## src/rtl/note_pkg.sv

```systemverilog
// Shared constants for the falling-note lane controller: colours, visible area,
// game-state encodings, the per-lane palette and the note slot record.
package note_pkg;

   localparam int unsigned RGB_W = 12;
   localparam int unsigned COORD_W = 10;

   localparam logic [RGB_W-1:0] RED    = 12'hF00;
   localparam logic [RGB_W-1:0] GREEN  = 12'h0F0;
   localparam logic [RGB_W-1:0] BLUE   = 12'h00F;
   localparam logic [RGB_W-1:0] YELLOW = 12'hFF0;
   localparam logic [RGB_W-1:0] WHITE  = 12'hFFF;
   localparam logic [RGB_W-1:0] BLACK  = 12'h000;

   localparam logic [COORD_W-1:0] H_VIS_START = 10'd144;
   localparam logic [COORD_W-1:0] V_VIS_START = 10'd35;
   localparam logic [COORD_W-1:0] H_VIS_END   = 10'd784;
   localparam logic [COORD_W-1:0] V_VIS_END   = 10'd515;

   localparam logic [1:0] ST_IDLE = 2'd0;
   localparam logic [1:0] ST_PLAY = 2'd1;
   localparam logic [1:0] ST_OVER = 2'd2;

   typedef struct packed {
      logic               valid;
      logic [COORD_W-1:0] y;
   } slot_t;

   // Lane colours repeat every four lanes.
   function automatic logic [RGB_W-1:0] lane_colour(input int unsigned idx);
      logic [RGB_W-1:0] c;
      case (idx % 4)
         0:       c = RED;
         1:       c = GREEN;
         2:       c = BLUE;
         default: c = YELLOW;
      endcase
      return c;
   endfunction

endpackage

```

## src/rtl/note_lane.sv

```systemverilog
// One falling-note lane: DEPTH slots with spawn, per-frame motion, press
// judgement against the hit zone and the note-pixel test for rendering.
module note_lane
   import note_pkg::*;
#(
   parameter int unsigned DEPTH    = 4,
   parameter int unsigned LANE_IDX = 0,
   parameter logic [9:0]  LANE_X0  = 10'd224,
   parameter logic [9:0]  LANE_W   = 10'd80,
   parameter logic [9:0]  NOTE_H   = 10'd40,
   parameter logic [9:0]  SPAWN_Y  = 10'd35,
   parameter logic [9:0]  HIT_TOP  = 10'd400,
   parameter logic [9:0]  HIT_BOT  = 10'd475,
   parameter logic [9:0]  SPEED    = 10'd2
) (
   input  logic       clk,
   input  logic       rst,
   input  logic       clear,
   input  logic       active,
   input  logic       spawn,
   input  logic       press,
   input  logic       frame_tick,
   input  logic [9:0] h_count,
   input  logic [9:0] v_count,
   output logic       hit_c,
   output logic [3:0] miss_cnt_c,
   output logic       full_c,
   output logic       empty_press_c,
   output logic       pix_c
);

   localparam logic [10:0] X_L       = 11'(LANE_X0) + 11'(LANE_IDX * LANE_W) + 11'd4;
   localparam logic [10:0] X_R       = 11'(LANE_X0) + 11'((LANE_IDX + 1) * LANE_W) - 11'd5;
   localparam logic [10:0] NOTE_SPAN = 11'(NOTE_H) - 11'd1;

   slot_t            slot_q [DEPTH];
   slot_t            slot_d [DEPTH];
   logic [DEPTH-1:0] hit_sel;
   logic [DEPTH-1:0] spawn_sel;
   logic             found_free;
   logic [10:0]      y_end;
   logic [10:0]      y_next;

   // Judgement and free-slot search use start-of-cycle slot state only.
   always_comb begin
      hit_sel       = '0;
      spawn_sel     = '0;
      hit_c         = 1'b0;
      found_free    = 1'b0;
      miss_cnt_c    = '0;
      pix_c         = 1'b0;
      y_end         = '0;
      y_next        = '0;
      for (int i = 0; i < int'(DEPTH); i++) slot_d[i] = slot_q[i];

      for (int i = 0; i < int'(DEPTH); i++) begin
         y_end = 11'(slot_q[i].y) + NOTE_SPAN;
         if (slot_q[i].valid && slot_q[i].y <= HIT_BOT && y_end >= 11'(HIT_TOP) &&
             press && active && !hit_c) begin
            hit_c      = 1'b1;
            hit_sel[i] = 1'b1;
         end
         if (!slot_q[i].valid && !found_free) begin
            found_free   = 1'b1;
            spawn_sel[i] = 1'b1;
         end
         if (slot_q[i].valid && 11'(v_count) >= 11'(slot_q[i].y) && 11'(v_count) <= y_end &&
             11'(h_count) >= X_L && 11'(h_count) <= X_R)
            pix_c = 1'b1;
      end
      full_c        = !found_free;
      empty_press_c = active && press && !hit_c;

      // A hit slot is removed before motion, so it never also counts as a miss.
      for (int i = 0; i < int'(DEPTH); i++) begin
         y_next = 11'(slot_q[i].y) + 11'(SPEED);
         if (clear) begin
            slot_d[i].valid = 1'b0;
         end else if (active) begin
            if (hit_sel[i]) begin
               slot_d[i].valid = 1'b0;
            end else if (slot_q[i].valid) begin
               if (frame_tick) begin
                  slot_d[i].y = y_next[9:0];
                  if (y_next > 11'(HIT_BOT)) begin
                     slot_d[i].valid = 1'b0;
                     miss_cnt_c      = miss_cnt_c + 4'd1;
                  end
               end
            end else if (spawn && spawn_sel[i]) begin
               slot_d[i].valid = 1'b1;
               slot_d[i].y     = SPAWN_Y;
            end
         end
      end
   end

   always_ff @(posedge clk or posedge rst) begin
      if (rst) begin
         for (int i = 0; i < int'(DEPTH); i++) slot_q[i] <= '0;
      end else begin
         for (int i = 0; i < int'(DEPTH); i++) slot_q[i] <= slot_d[i];
      end
   end

endmodule

```

## src/rtl/note_lane_controller.sv

```systemverilog
// Falling-note game core: NUM_LANES note_lane instances, score/combo/miss
// bookkeeping, IDLE/PLAY/OVER FSM and pixel colour. Optional macro: COMBO_BONUS_EN.
module note_lane_controller
   import note_pkg::*;
#(
   parameter int unsigned NUM_LANES = 4,
   parameter int unsigned DEPTH     = 4,
   parameter logic [9:0]  LANE_X0   = 10'd224,
   parameter logic [9:0]  LANE_W    = 10'd80,
   parameter logic [9:0]  NOTE_H    = 10'd40,
   parameter logic [9:0]  SPAWN_Y   = 10'd35,
   parameter logic [9:0]  HIT_TOP   = 10'd400,
   parameter logic [9:0]  HIT_BOT   = 10'd475,
   parameter logic [9:0]  SPEED     = 10'd2,
   parameter logic [7:0]  MAX_MISS  = 8'd10
) (
   input  logic                 clk,
   input  logic                 rst,
   input  logic                 bright,
   input  logic [9:0]           hCount,
   input  logic [9:0]           vCount,
   input  logic                 frame_tick,
   input  logic                 start,
   input  logic                 spawn_valid,
   input  logic [2:0]           spawn_lane,
   input  logic [NUM_LANES-1:0] btn,
   output logic [11:0]          rgb,
   output logic [15:0]          score,
   output logic [7:0]           combo,
   output logic [7:0]           misses,
   output logic [1:0]           game_state,
   output logic                 hit_pulse,
   output logic                 miss_pulse,
   output logic                 spawn_drop
);

   localparam logic [10:0] SPAN_END = 11'(LANE_X0) + 11'(NUM_LANES * LANE_W);

   logic [1:0]           state_q, state_d;
   logic [15:0]          score_q, score_d;
   logic [7:0]           combo_q, combo_d;
   logic [7:0]           misses_q, misses_d;
   logic [NUM_LANES-1:0] btn_q;
   logic                 start_q;
   logic                 hit_pulse_q, hit_pulse_d;
   logic                 miss_pulse_q, miss_pulse_d;
   logic                 spawn_drop_q, spawn_drop_d;

   logic                 active, clear, start_rise, lane_ok, sel_full, empty_any, pix_any;
   logic [NUM_LANES-1:0] press, lane_hit, lane_full, lane_empty, lane_pix;
   logic [3:0]           lane_miss [NUM_LANES];
   logic [3:0]           hit_cnt, inc;
   logic [7:0]           miss_sum, score_add;
   logic [16:0]          score_sum;
   logic [8:0]           combo_sum, miss_total;
   logic [11:0]          note_col;

   assign active     = (state_q == ST_PLAY);
   assign start_rise = start && !start_q;
   assign press      = btn & ~btn_q;
   assign lane_ok    = 32'(spawn_lane) < NUM_LANES;

   for (genvar g = 0; g < int'(NUM_LANES); g++) begin : g_lane
      note_lane #(
         .DEPTH(DEPTH), .LANE_IDX(g), .LANE_X0(LANE_X0), .LANE_W(LANE_W), .NOTE_H(NOTE_H),
         .SPAWN_Y(SPAWN_Y), .HIT_TOP(HIT_TOP), .HIT_BOT(HIT_BOT), .SPEED(SPEED)
      ) u_lane (
         .clk(clk), .rst(rst), .clear(clear), .active(active),
         .spawn(spawn_valid && spawn_lane == 3'(g)), .press(press[g]),
         .frame_tick(frame_tick), .h_count(hCount), .v_count(vCount),
         .hit_c(lane_hit[g]), .miss_cnt_c(lane_miss[g]), .full_c(lane_full[g]),
         .empty_press_c(lane_empty[g]), .pix_c(lane_pix[g])
      );
   end

   // Game FSM plus cross-lane aggregation of hits, misses and spawn rejects.
   always_comb begin
      state_d  = state_q;
      clear    = 1'b0;
      hit_cnt  = '0;
      miss_sum = '0;
      sel_full = 1'b0;
      for (int i = 0; i < int'(NUM_LANES); i++) begin
         hit_cnt  = hit_cnt + 4'(lane_hit[i]);
         miss_sum = miss_sum + 8'(lane_miss[i]);
         if (spawn_lane == 3'(i)) sel_full = lane_full[i];
      end
      empty_any = |lane_empty;

      case (state_q)
         ST_IDLE: if (start_rise) begin
            state_d = ST_PLAY;
            clear   = 1'b1;
         end
         ST_PLAY: if (misses_q >= MAX_MISS) state_d = ST_OVER;
         ST_OVER: if (start_rise) state_d = ST_IDLE;
         default: state_d = ST_IDLE;
      endcase

`ifdef COMBO_BONUS_EN
      inc = ((combo_q >> 3) >= 8'd7) ? 4'd8 : 4'(8'd1 + (combo_q >> 3));
`else
      inc = 4'd1;
`endif
      score_add  = 8'(inc) * 8'(hit_cnt);
      score_sum  = 17'(score_q) + 17'(score_add);
      combo_sum  = 9'(combo_q) + 9'(hit_cnt);
      miss_total = 9'(misses_q) + 9'(miss_sum);

      score_d  = score_sum[16] ? 16'hFFFF : score_sum[15:0];
      combo_d  = combo_sum[8] ? 8'hFF : combo_sum[7:0];
      misses_d = miss_total[8] ? 8'hFF : miss_total[7:0];
      if (miss_sum != 8'd0 || empty_any) combo_d = 8'd0;
      if (clear) begin
         score_d  = '0;
         combo_d  = '0;
         misses_d = '0;
      end

      hit_pulse_d  = |lane_hit;
      miss_pulse_d = (miss_sum != 8'd0);
      spawn_drop_d = active && spawn_valid && (!lane_ok || sel_full);
   end

   always_ff @(posedge clk or posedge rst) begin
      if (rst) begin
         state_q      <= ST_IDLE;
         score_q      <= '0;
         combo_q      <= '0;
         misses_q     <= '0;
         btn_q        <= '0;
         start_q      <= 1'b0;
         hit_pulse_q  <= 1'b0;
         miss_pulse_q <= 1'b0;
         spawn_drop_q <= 1'b0;
      end else begin
         state_q      <= state_d;
         score_q      <= score_d;
         combo_q      <= combo_d;
         misses_q     <= misses_d;
         btn_q        <= btn;
         start_q      <= start;
         hit_pulse_q  <= hit_pulse_d;
         miss_pulse_q <= miss_pulse_d;
         spawn_drop_q <= spawn_drop_d;
      end
   end

   // Pixel colour is combinational from the current counters.
   always_comb begin
      pix_any  = 1'b0;
      note_col = BLACK;
      for (int unsigned i = 0; i < NUM_LANES; i++) begin
         if (lane_pix[i] && !pix_any) begin
            pix_any  = 1'b1;
            note_col = lane_colour(i);
         end
      end
      if (!bright)
         rgb = BLACK;
      else if (pix_any)
         rgb = note_col;
      else if (vCount >= HIT_TOP && vCount <= HIT_BOT &&
               11'(hCount) >= 11'(LANE_X0) && 11'(hCount) < SPAN_END)
         rgb = WHITE;
      else
         rgb = (state_q == ST_OVER) ? RED : BLACK;
   end

   assign score      = score_q;
   assign combo      = combo_q;
   assign misses     = misses_q;
   assign game_state = state_q;
   assign hit_pulse  = hit_pulse_q;
   assign miss_pulse = miss_pulse_q;
   assign spawn_drop = spawn_drop_q;

endmodule

```

## config.mk

```make
export PLATFORM = sky130hd
export DESIGN_NAME = note_lane_controller
export DESIGN_NICKNAME = d
export VERILOG_FILES = /design/src/rtl/note_pkg.sv /design/src/rtl/note_lane.sv /design/src/rtl/note_lane_controller.sv
export SDC_FILE = /design/constraint.sdc
export NUM_CORES = 1
export LEC_CHECK = 0
export ABC_AREA = 1
export CAP_MARGIN = 20
export CELL_PAD_IN_SITES_DETAIL_PLACEMENT = 0
export CELL_PAD_IN_SITES_GLOBAL_PLACEMENT = 1
export CORE_ASPECT_RATIO = 0.75
export CORE_MARGIN = 2
export CORE_UTILIZATION = 47
export CTS_BUF_LIST = sky130_fd_sc_hd__clkbuf_4 sky130_fd_sc_hd__clkbuf_8 sky130_fd_sc_hd__clkbuf_16
export CTS_CLUSTER_DIAMETER = 80
export CTS_CLUSTER_SIZE = 25
export DETAILED_ROUTE_END_ITERATION = 7
export GPL_TIMING_DRIVEN = 0
export PLACE_DENSITY_LB_ADDON = 0.1
export SLEW_MARGIN = 10
export SYNTH_ARGS = -nofsm -noshare
export SYNTH_HDL_FRONTEND = slang
export SYNTH_SLANG_ARGS = --single-unit
```

## constraint.sdc

```tcl
create_clock -name clk -period 9.9 [get_ports clk]
set_clock_uncertainty 0.15 [all_clocks]
set_input_delay 1.98 -clock clk [delete_from_list [all_inputs] [get_ports clk]]
set_output_delay 1.98 -clock clk [all_outputs]
set_load 0.005 [all_outputs]
```

**Word-level counts from Yosys, hierarchy flattened**

Cells that the tools add are included.

- Word-level logic and storage cells: 831
- Bits in registers: 218

- Magnitude comparators: 94
- Bitwise operators: 19
- Muxes and demuxes: 325
- Equal/unequal tests: 24
- $add $sub $neg: 53
- Reductions and logical operators: 275

Operators by type and width:

| kind | count |
|---|---|
| 11-bit two-way mux | 64 |
| 4-bit two-way mux | 92 |
| 10-bit by 9-bit less-or-equal comparator with 1-bit output, second input constant | 20 |
| 1-bit logical AND | 189 |
| 10-bit by 2-bit adder with 11-bit output, second input constant | 16 |
| 10-bit by 6-bit adder with 11-bit output, second input constant | 16 |
| 11-bit by 9-bit greater-or-equal comparator with 1-bit output, second input constant | 16 |
| 11-bit by 9-bit > comparator with 1-bit output, second input constant | 16 |
| 10-bit by 11-bit less-or-equal comparator with 1-bit output | 16 |
| 10-bit greater-or-equal comparator | 16 |
| 10-bit two-way mux | 16 |
| 1-bit two-way mux | 134 |
| 12-bit two-way mux | 8 |
| 5-bit AND reduction | 16 |
| 4-bit by 1-bit adder with 4-bit output, second input constant | 12 |
| 1-bit logical NOT | 45 |
| 10-bit by 9-bit greater-or-equal comparator with 1-bit output, second input constant | 4 |
| 8-bit two-way mux | 5 |
| 2-bit != test, second input constant | 18 |
| 2-bit nonzero test | 17 |
| 16-bit two-way mux | 2 |
| 10-bit by 8-bit greater-or-equal comparator with 1-bit output, second input constant | 2 |
| 16-bit by 4-bit adder with 17-bit output | 1 |
| 1-bit inverter | 17 |
| other kinds (27) | 32 |

**Logic depth before layout (Yosys ltp)**

Gate-level depths: netlist (run 1).

- Word-level depth: 37
- Mapped depth: 44
- Gate-level depth less buffers: 43

**By module**

A second synthesis (run 1) with hierarchy kept.

- Cells, all modules: 3865
- Area total of the unflattened synthesis: 26766.9 um^2

By module, submodules not included:

| module | instances | area an instance (um^2) | cells each |
|---|---|---|---|
| note_lane (g_lane[1].u_lane) | 1 | 5965.7 | 864 |
| note_lane (g_lane[0].u_lane) | 1 | 5916.9 | 861 |
| note_lane (g_lane[3].u_lane) | 1 | 5879.4 | 855 |
| note_lane (g_lane[2].u_lane) | 1 | 5876.9 | 879 |
| note_lane_controller | 1 | 3128.0 | 406 |

**Worst setup path before layout (run 1)**

No wires, ideal clock.

- Path kind: input -> register
- From: input btn[0]
- To: register misses_q[0], in the netlist misses[0]
- Stages: 36
- Setup slack: 2.157 ns
- Setup time: 0.120 ns
- Arrival: 7.474 ns
- Required time: 9.630 ns
- Cell sequence: inv_1 -> nor2_1 -> nand2_1 -> nor4_4 -> nand2_4 -> nand3_1 -> inv_1 -> ha_1 -> inv_1 -> nand3_2 -> nand3_2 -> inv_1 -> ha_1 -> or2_1 -> nand2_1 -> inv_1 -> ha_1 -> or2_1 -> nand3_2 -> fa_1 -> fa_1 -> inv_1 -> ha_1 -> fa_1 -> ha_1 -> nand2_1 -> inv_1 -> o21ai_0 -> nand2_1 -> a21oi_1 -> o21ai_0 -> and2_1 -> nand2_1 -> inv_1 -> o21ai_0 -> inv_1

- Longest elaborated chain between the ends: 34
- Elaborated cells between the ends (all ways): 51
- Classes of those cells: add/sub: 7; mux: 29; bitwise: 1; reduce/logical: 14

RTL lines:

| element | RTL line | text |
|---|---|---|
| start, declared | note_lane_controller.sv:26 | `input logic [NUM_LANES-1:0] btn,` |
| 4-bit AND (*) | note_lane_controller.sv:60 | `assign press = btn & ~btn_q;` |
| 1-bit logical AND | note_lane.sv:58 | `if (slot_q[i].valid && slot_q[i].y <= HIT_BOT && y_end >= 11'(HIT_TOP) &&` |
| 1-bit logical AND | note_lane.sv:59 | `press && active && !hit_c) begin` |
| 1-bit two-way mux | note_lane.sv:58 |  |
| 4-bit two-way mux | note_lane.sv:80 | `if (hit_sel[i]) begin` |
| 4-bit two-way mux | note_lane.sv:79 | `end else if (active) begin` |
| 4-bit two-way mux | note_lane.sv:77 | `if (clear) begin` |
| 4-bit by 1-bit adder with 4-bit output | note_lane.sv:87 | `miss_cnt_c = miss_cnt_c + 4'd1;` |
| [19 not listed] | -- |  |
| 4-bit two-way mux (*) | note_lane.sv:77 |  |
| 4-bit by 4-bit adder with 5-bit output (*) | note_lane_controller.sv:85 | `miss_sum = miss_sum + 8'(lane_miss[i]);` |
| 5-bit by 4-bit adder with 6-bit output (*) | note_lane_controller.sv:85 |  |
| 6-bit by 4-bit adder with 7-bit output (*) | note_lane_controller.sv:85 |  |
| 8-bit by 7-bit adder with 9-bit output (*) | note_lane_controller.sv:108 | `miss_total = 9'(misses_q) + 9'(miss_sum);` |
| 8-bit two-way mux (*) | note_lane_controller.sv:112 | `misses_d = miss_total[8] ? 8'hFF : miss_total[7:0];` |
| 8-bit two-way mux (*) | note_lane_controller.sv:114 | `if (clear) begin` |
| net misses_d[0] | note_lane_controller.sv:42 | `logic [7:0] misses_q, misses_d;` |
| end signal, assigned | note_lane_controller.sv:140 | `misses_q <= misses_d;` |
| end, declared | note_lane_controller.sv:42 |  |

The timed path passes the listed nets; every way through them passes the cells marked *.
A chain may end at the register's enable or synchronous reset.

**Worst setup path in the final report (run 1)**

- From: input frame_tick
- To: register misses_q[5], in the netlist misses[5]

- Longest elaborated chain between the ends: 32
- Elaborated cells between the ends (all ways): 110
- Classes of those cells: add/sub: 16; mux: 94

RTL lines:

| element | RTL line | text |
|---|---|---|
| start, declared | note_lane_controller.sv:22 | `input logic frame_tick,` |
| 4-bit two-way mux | note_lane.sv:83 | `if (frame_tick) begin` |
| 4-bit two-way mux | note_lane.sv:82 | `end else if (slot_q[i].valid) begin` |
| 4-bit two-way mux | note_lane.sv:80 |  |
| 4-bit two-way mux | note_lane.sv:79 |  |
| 4-bit two-way mux | note_lane.sv:77 |  |
| 4-bit by 1-bit adder with 4-bit output | note_lane.sv:87 |  |
| 4-bit two-way mux | note_lane.sv:85 | `if (y_next > 11'(HIT_BOT)) begin` |
| 4-bit two-way mux | note_lane.sv:83 |  |
| [17 not listed] | -- |  |
| 4-bit two-way mux | note_lane.sv:77 |  |
| 4-bit by 4-bit adder with 5-bit output | note_lane_controller.sv:85 |  |
| 5-bit by 4-bit adder with 6-bit output | note_lane_controller.sv:85 |  |
| 6-bit by 4-bit adder with 7-bit output (*) | note_lane_controller.sv:85 |  |
| 8-bit by 7-bit adder with 9-bit output (*) | note_lane_controller.sv:108 |  |
| 8-bit two-way mux (*) | note_lane_controller.sv:112 |  |
| 8-bit two-way mux (*) | note_lane_controller.sv:114 |  |
| net misses_d[5] | note_lane_controller.sv:42 |  |

Marks and branches as above.

==> flow_metrics.tcl, run 1 <==
set metrics [dict create \
    status "complete, no violations" \
    grt_first_pass_wirelength_um 129000 \
    hp-class "register to register" \
    layout_common_cells "nand2_1, inv_1, ha_1" \
    tns_ps 0 \
    fin_area_mm2 0.0292 \
    via_per_inst 5.29 \
    wl_um 80800 \
    p_clk_share_pct 19.1 \
    seq_area_frac_synth_pct 20.6 \
    cap_violations 0 \
    numPortBuffers 79 \
    period_needed_ps 9400 \
    post-cts-setup-buffers 0 \
    synth_area_leaders "dfrtp_1, ha_1, nand2_1" \
    power_density_mw_per_mm2 184 \
    grt_max_degree 80 \
    vias 24800 \
    syn-num-nets 4310 \
    place_ws_ps 23.0 \
    p_comb_share_pct 58.0 \
    finalHoldViolations 0 \
    p_leak_nw 15.3 \
    setup_viol 0 \
    crit_path_frequent_cell "nand2_1" \
    synth-compound-area-share_pct 12.9 \
    postPlaceCellArea_mm2 0.0284 \
    holdWs_ps 328 \
    p_seq_share_pct 22.8 \
    yosysUniqueCellTypes 67 \
    cts_tree "built" \
    drt_iter0_drc 1833 \
    drive_gt1_share_pct 8.76 \
    postSynthAreaPerCell_um2 6.92 \
    track_usage_pct 27.6 \
    postSynthCellCount 3834 \
    fillers 5765 \
    cts_max_path_buffers 3 \
    ctsHoldBuffers 0 \
    netSwitchingPower_mw 2.69 \
    critPathMaxStageDelay_ps 910 \
    cp_data_required_time_ps 10210 \
    start_kind "input port" \
    synth_top_family_by_area "simple AND/OR/NAND/NOR gates" \
    post-route-drc-count 0 \
    syn_area_mm2 0.0265 \
    clock.fmax_mhz 106 \
    sw_frac_of_total_pct 50.1 \
    clockRootBuffer "clkbuf_16" \
    rows 75 \
    yosysWarnings 0 \
    antenna_found_initial 1 \
    tightestPinTransition_ps 1140 \
    clkTransAtPathRegs_ps 80 \
    slew_headroom_pct 23.8 \
    intPower_mw 2.68 \
    cts_resized 0 \
    muxShareOfSynthArea_pct 0.0377 \
    synth.top_cell.area_share_pct 20.6 \
    dieArea_mm2 0.0584 \
    dp_hpwl_um 61900 \
    worst_slack_ps 496 \
    synth_largest_area_cell "dfrtp_1" \
    die_h_um 210 \
    fp.dieW_um 278 \
    ys_ff_latch 218 \
    final_common_cell "nand2_1" \
    crit_fanout 10 \
    synthSimpleGateAreaFrac_pct 31.8 \
    place_congestion 0.879 \
    post-route-period-util_pct 95.0 \
    drtAntennaViolNets 0 \
    top_level_ports 82 \
    grt_overflow 0 \
    dr.pass1.iters 5 \
    final_nets 4421 \
    ff_latch_area_mm2 0.00546 \
    wl_per_cell_um 17.2 \
    clock_latency_ps 580 \
    core_mm2 0.0558 \
    area_growth_syn_to_layout_pct 10.3 \
    grt_pass1_vias 22700 \
    multi_input_area_mm2 0.0188 \
    vdd_drop_max_uv 174 \
    cp-end-kind "register" \
    synth-edff-count 0 \
    cts.sinks 218 \
    initial_utilization_pct 47.5 \
    critical_path_class "input port to register" \
    arrival_ps 9710 \
    synthAdderAreaFrac_pct 21.2 \
    r2r_slack_ps 1950 \
    synth_xor_area_share_pct 4.88 \
    htree_levels 1 \
    async_flop_share_pct 100 \
    rsz0062_at_grt "false" \
    drv_slew 0 \
    cts_buffers 22 \
    synth_flop_cell "dfrtp_1" \
    critPathSlowestCell "clkbuf_1" \
    finish.utilization_pct 52.4 \
]
## cell families after synthesis
| logic type | count (synthesis) |
|---|---|
| flops | 218 |
| fa+ha+maj | 443 |
| buf+inv | 566 |
| mux | 1 |
| simple gates | 1890 |
| compound gates | 570 |
| xor+xnor | 146 |
## metrics by stage
stage          cells  total power, mW
2_1_floorplan   3834             3.49
3_3_place_gp    4644             4.30
3_5_place_dp    4652             4.32
4_1_cts         4691             5.38
5_1_grt         4691             5.91
6_report        4692             5.38
## flip-flops by register name (all words and copies together), names as in the netlist
| name | count |
|---|---|
| g_lane.u_lane.slot_q | 176 |
| score | 16 |
| combo | 8 |
| misses | 8 |
| btn_q | 4 |
| game_state | 2 |
| hit_pulse | 1 |
| miss_pulse | 1 |
| spawn_drop | 1 |
| start_q | 1 |
## layer usage
| layer | track usage [%] | part of all wire (%) |
|---|---|---|
| met5 | 0 | 0 |
| met4 | 4.77 | 1.7 |
| met3 | 3.58 | 5.4 |
| met2 | 40.1 | 40 |
| met1 | 43.4 | 53 |
## synthesized netlist by cell type, drive strengths merged, types with 3 or more instances
| master | instances |
|---|---|
| a211oi | 4 |
| a21o | 23 |
| a21oi | 205 |
| a31oi | 12 |
| and3 | 9 |
| buf | 35 |
| clkbuf | 9 |
| clkinv | 7 |
| dfrtp | 218 |
| fa | 12 |
| ha | 431 |
| inv | 514 |
| nand2 | 1094 |
| nand3 | 247 |
| nand3b | 21 |
| nand4 | 75 |
| nor2 | 355 |
| nor3 | 69 |
| nor3b | 3 |
| nor4 | 6 |
| o211ai | 21 |
| o21a | 19 |
| o21ai | 204 |
| o21bai | 3 |
| o22ai | 57 |
| o31ai | 10 |
| o32ai | 6 |
| or2 | 8 |
| xnor2 | 24 |
| xor2 | 122 |
## final cells by class
| cell class | count | share of cell area (%) |
|---|---|---|
| diodes | 1 | 0.00856 |
| plain buffers | 44 | 0.993 |
| clock buffers | 27 | 2.14 |
| clock inverters | 12 | 0.804 |
| inverters | 522 | 6.80 |
| multi-input cells | 3050 | 64.3 |
| flip-flops and latches | 218 | 18.7 |
| well taps | 731 | 3.13 |
| repair buffers | 87 | 3.20 |
## critical path: cells and delay by family
| family | cells | cell delay (ps) |
|---|---|---|
| AND/OR/NAND/NOR | 10 | 1450 |
| adder cells (fa/ha/maj) | 7 | 2550 |
| buffers and inverters | 7 | 2750 |
| AO/OA/AOI/OAI | 5 | 640 |
| XOR/XNOR | 1 | 320 |
## path summary, 6_finish.rpt
check / cells past startpoint / from / end
setup / recovery: 30 / frame_tick / misses[5]
hold / removal: 2 / g_lane[2].u_lane.slot_q[20] / g_lane[2].u_lane.slot_q[20]
setup reg to reg: 38 / g_lane[1].u_lane.slot_q[34] / misses[5]
hold reg to reg: 2 / g_lane[2].u_lane.slot_q[20] / g_lane[2].u_lane.slot_q[20]
max in group asynchronous: 3 / rst / g_lane[1].u_lane.slot_q[14]
min in group asynchronous: 2 / rst / score[8]
## power groups by stage
stage | Clock [mW] | Sequential [mW] | Combinational, mW
finish | 1.03 | 1.23 | 3.12
global route | 1.09 | 1.25 | 3.58
CTS | 1.05 | 1.22 | 3.10
detailed placement | 0 | 1.24 | 3.08
global placement | 0 | 1.24 | 3.06
floorplan | 0 | 1.19 | 2.30
Power figures use the tool's default switching activity.
==> run 2: changes to the inputs <==
- CTS_CLUSTER_DIAMETER: 80 -> 60
==> flow_metrics.tcl, run 2 (synthesis results as in run 1) <==
set metrics [dict create \
    status "complete, no violations" \
    critPathMaxStageDelay_ps 920 \
    p_leak_nw 15.5 \
    initial_utilization_pct 47.5 \
    post-cts-setup-buffers 0 \
    htree_levels 2 \
    post-route-drc-count 0 \
    crit_start "frame_tick" \
    via_per_inst 5.28 \
    cts_max_path_buffers 3 \
    tns_ps 0 \
    vias 24900 \
    dieArea_mm2 0.0584 \
    worst_slack_ps 508 \
    cts.sinks 218 \
    post-route-period-util_pct 94.9 \
    crit_path_frequent_cell "nand2_1" \
    final_common_cell "nand2_1" \
    start_kind "input port" \
    drtAntennaViolNets 0 \
    wl_um 81300 \
    clockRootBuffer "clkbuf_16" \
    period_needed_ps 9390 \
    top_layer_used "met4" \
    grt_first_pass_wirelength_um 130000 \
    place_congestion 0.879 \
    r2r_start "g_lane[1].u_lane.slot_q[34]" \
    clock_latency_ps 560 \
    arrival_ps 9680 \
    cts_buffers 34 \
    cp-end-kind "register" \
    finish.utilization_pct 53.0 \
    tightestPinTransition_ps 1160 \
    core_mm2 0.0558 \
    cts_resized 0 \
    critPathSlowestCell "clkbuf_1" \
    fp.dieW_um 278 \
    drive_gt1_share_pct 9.27 \
    critical_path_class "input port to register" \
    drt_iter0_drc 1699 \
    grt_overflow 0 \
    track_usage_pct 27.9 \
    die_h_um 210 \
    area_growth_syn_to_layout_pct 11.5 \
    wl_per_cell_um 17.2 \
    clock.fmax_mhz 106 \
    cp_data_required_time_ps 10190 \
    layout_common_cells "nand2_1, inv_1, ha_1" \
    finalHoldViolations 0 \
    hp-start "g_lane[2].u_lane.slot_q[20]" \
    final_nets 4433 \
    place_ws_ps 23.0 \
    drv_slew 0 \
    dr_wl_met3_um 4260 \
    power_density_mw_per_mm2 191 \
    hp-class "register to register" \
    cts_tree "built" \
    numPortBuffers 79 \
    rsz0062_at_grt "false" \
    ctsHoldBuffers 0 \
    r2r_slack_ps 1900 \
    wl_met1_um 43200 \
    slew_headroom_pct 22.4 \
    cap_violations 0 \
    grt_max_degree 80 \
    regMostFlops "g_lane.u_lane.slot_q" \
    setup_viol 0 \
    critPathCapture "misses[5]" \
    vdd_drop_max_uv 129 \
    wl_met2_um 32300 \
    dp_hpwl_um 61900 \
    reg2reg_depth 38 \
    antenna_found_initial 1 \
    dr.pass1.iters 7 \
    largest_reg_flops 176 \
    crit_fanout 10 \
    rr_endpoint "misses[5]" \
    grt_pass1_vias 22800 \
    rows 75 \
    top_level_ports 82 \
    clkTransAtPathRegs_ps 70 \
]
## run 2: cell count changes in the layout (fill, tap and decap cells not counted), moves of 2 or more
cell        before  now
clkbuf_16       23   35
inv_6            0    3
inv_12           2    0
clkinv_4         0    3
clkinv_2         1    7
clkinvlp_4       0    2
## run 2: metrics by stage
step,cells,hold slack [ps],area (µm²),power (mW)
after floorplan,3834,292,26500,3.49
after global placement,4644,309,28200,4.30
after detailed placement,4652,322,28400,4.32
after CTS,4713,334,29600,5.66
after global routing,4713,373,29600,6.20
final,4714,328,29600,5.66
## run 2: how the worst min path moves through the flow
| stage | cells after the start | end |
|---|---|---|
| 2_1_floorplan | 2 | g_lane[2].u_lane.slot_q[20] |
| 3_3_place_gp | 2 | g_lane[2].u_lane.slot_q[20] |
| 3_5_place_dp | 2 | g_lane[2].u_lane.slot_q[20] |
| 4_1_cts | 2 | g_lane[2].u_lane.slot_q[20] |
| 5_1_grt | 2 | g_lane[2].u_lane.slot_q[20] |
| 6_report | 2 | g_lane[2].u_lane.slot_q[20] |
## run 2: final cells by class
cell class                 instances  area (µm²)
buffer                            44         290
clock buffer                      38         911
clock inverter                    23         284
multi-input combinational       3050       18800
antenna                            1        2.50
inverter                         522        1990
tap                              731         915
fill                            5754       26300
sequential                       218        5460
timing repair buffer              87         936
## run 2: routing by layer
| metal | up-vias | GRT usage [%] |
|---|---|---|
| li1 | 12900 | - |
| met1 | 11400 | 43.4 |
| met2 | 513 | 40.2 |
| met3 | 86 | 4.17 |
| met4 | 0 | 5.50 |
| met5 | - | 0 |
## run 2: worst max-delay path, delay by kind of cell
| family | cells | cell delay (ps) |
|---|---|---|
| xor+xnor | 1 | 320 |
| simple gates | 10 | 1450 |
| buf+inv | 7 | 2720 |
| fa+ha+maj | 7 | 2540 |
| compound gates | 5 | 630 |
## run 2: power by group
| group | leakage, nW | internal, mW | switching (mW) |
|---|---|---|---|
| Combinational | 12.4 | 1.06 | 2.05 |
| Clock | 0.588 | 0.784 | 0.529 |
| Sequential | 2.53 | 1.04 | 0.185 |
| Total | 15.5 | 2.89 | 2.77 |
==> run 3: changes to the inputs <==
- CORE_UTILIZATION: 47 -> 48
- CTS_BUF_LIST: sky130_fd_sc_hd__clkbuf_4 sky130_fd_sc_hd__clkbuf_8 sky130_fd_sc_hd__clkbuf_16 -> sky130_fd_sc_hd__clkbuf_8
==> flow_metrics.tcl, run 3 (synthesis results as in run 1) <==
set metrics [dict create \
    wl_per_cell_um 17.1 \
    fp.dieW_um 275 \
    critPathSlowestCell "buf_1" \
    post-route-drc-count 0 \
    hp-class "register to register" \
    drv_slew 0 \
    tightestPinTransition_ps 1090 \
    start_kind "input port" \
    diodes 0 \
    cp-end-kind "register" \
    via_per_inst 5.32 \
    final_nets 4431 \
    cts_resized 0 \
    ctsHoldBuffers 0 \
    cp_data_required_time_ps 10300 \
    worst_slack_ps 551 \
    rsz0062_at_grt "false" \
    finish.utilization_pct 53.5 \
    grt_first_pass_wirelength_um 129000 \
    critical_path_class "input port to register" \
    place_ws_ps -97.4 \
    critPathMaxStageDelay_ps 860 \
    vdd_drop_max_uv 157 \
    layout_common_cells "nand2_1, inv_1, ha_1" \
    grt_pass1_vias 23200 \
    crit_fanout 10 \
    cts_max_path_buffers 3 \
    arrival_ps 9740 \
    slew_headroom_pct 27.5 \
    die_h_um 208 \
    initial_utilization_pct 48.6 \
    drive_gt1_share_pct 9.20 \
    crit_path_frequent_cell "nand2_1" \
    top_level_ports 82 \
    grt_max_degree 106 \
    regMostFlops "g_lane.u_lane.slot_q" \
    cap_violations 0 \
    dieArea_mm2 0.0572 \
    post-route-period-util_pct 94.4 \
    cts_tree "built" \
    numPortBuffers 79 \
    dp_hpwl_um 61700 \
    antenna_found_initial 0 \
    rows 74 \
    drtAntennaViolNets 0 \
    clock.fmax_mhz 107 \
    place_congestion 0.871 \
    p_leak_nw 15.3 \
    area_growth_syn_to_layout_pct 9.92 \
    track_usage_pct 28.1 \
    clockRootBuffer "clkbuf_8" \
    tns_ps 0 \
    setup_viol 0 \
    largest_reg_flops 176 \
    core_mm2 0.0545 \
    status "complete, no violations" \
    post-cts-setup-buffers 0 \
    dr.pass1.iters 6 \
    final_common_cell "nand2_1" \
    vias 25000 \
    cts.sinks 218 \
    htree_levels 1 \
    period_needed_ps 9350 \
    power_density_mw_per_mm2 180 \
    drt_iter0_drc 1871 \
    finalHoldViolations 0 \
    cts_buffers 31 \
    clkTransAtPathRegs_ps 100 \
    wl_um 80400 \
    grt_overflow 0 \
    clock_latency_ps 680 \
]
[run 3: cell count changes in the layout (fill, tap and decap cells not counted), moves of 3 or more]
cell / previous run / this run
clkbuf_16: 35 / 0
clkbuf_8: 2 / 31
clkinv_8: 2 / 7
clkinv_2: 7 / 3
inv_12: 0 / 4
bufinv_16: 4 / 1
[run 3: critical path, delay by kind of cell]
family | cells | cell delay, ps
AND/OR/NAND/NOR | 10 | 1370
adder cells (fa/ha/maj) | 7 | 2520
buffers and inverters | 7 | 2930
XOR/XNOR | 1 | 320
AO/OA/AOI/OAI | 5 | 590
[run 3: worst paths after layout]
check / start / to / slack, ps / depth (start not counted)
max in group asynchronous: rst / g_lane[1].u_lane.slot_q[34] / 7160 / 3
setup reg to reg: g_lane[1].u_lane.slot_q[34] / misses[5] / 2120 / 38
hold reg to reg: g_lane[2].u_lane.slot_q[20] / g_lane[2].u_lane.slot_q[20] / 330 / 2
setup / recovery: frame_tick / misses[5] / 550 / 30
hold / removal: g_lane[2].u_lane.slot_q[20] / g_lane[2].u_lane.slot_q[20] / 330 / 2
min in group asynchronous: rst / score[9] / 1550 / 2
[run 3: cell type report]
cell class                 count  area (µm²)
clock inverter                26         334
sequential                   218        5460
multi-input combinational   3050       18800
buffer                        44         290
tap                          722         903
timing repair buffer          88         958
clock buffer                  31         427
inverter                     522        1990
fill                        5601       25400
[run 3: where the power goes]
| part | switching, mW | internal, mW | total, mW |
|---|---|---|---|
| Sequential | 0.184 | 1.04 | 1.23 |
| Combinational | 2.06 | 1.07 | 3.12 |
| Clock | 0.524 | 0.375 | 0.899 |
| Total | 2.77 | 2.48 | 5.25 |
[run 3: metal layers]
metal / vias to the layer above / global-route usage [%] / routed length [µm]
met4: 0 / 4.57 / 1370
met1: 11500 / 43.8 / 42000
li1: 12900 / - / -
met3: 80 / 2.98 / 4050
met5: - / 0 / 0
met2: 553 / 41.9 / 33000
[run 3: through the flow]
stage                     cell area, µm²  std cells  hold slack [ps]  power (mW)
final                              29100       4701              330        5.25
after global routing               29100       4701              390        5.78
after CTS                          29100       4701              335        5.25
after detailed placement           28400       4644              311        4.32
after global placement             28200       4635              307        4.29
after floorplan                    26500       3834              292        3.49
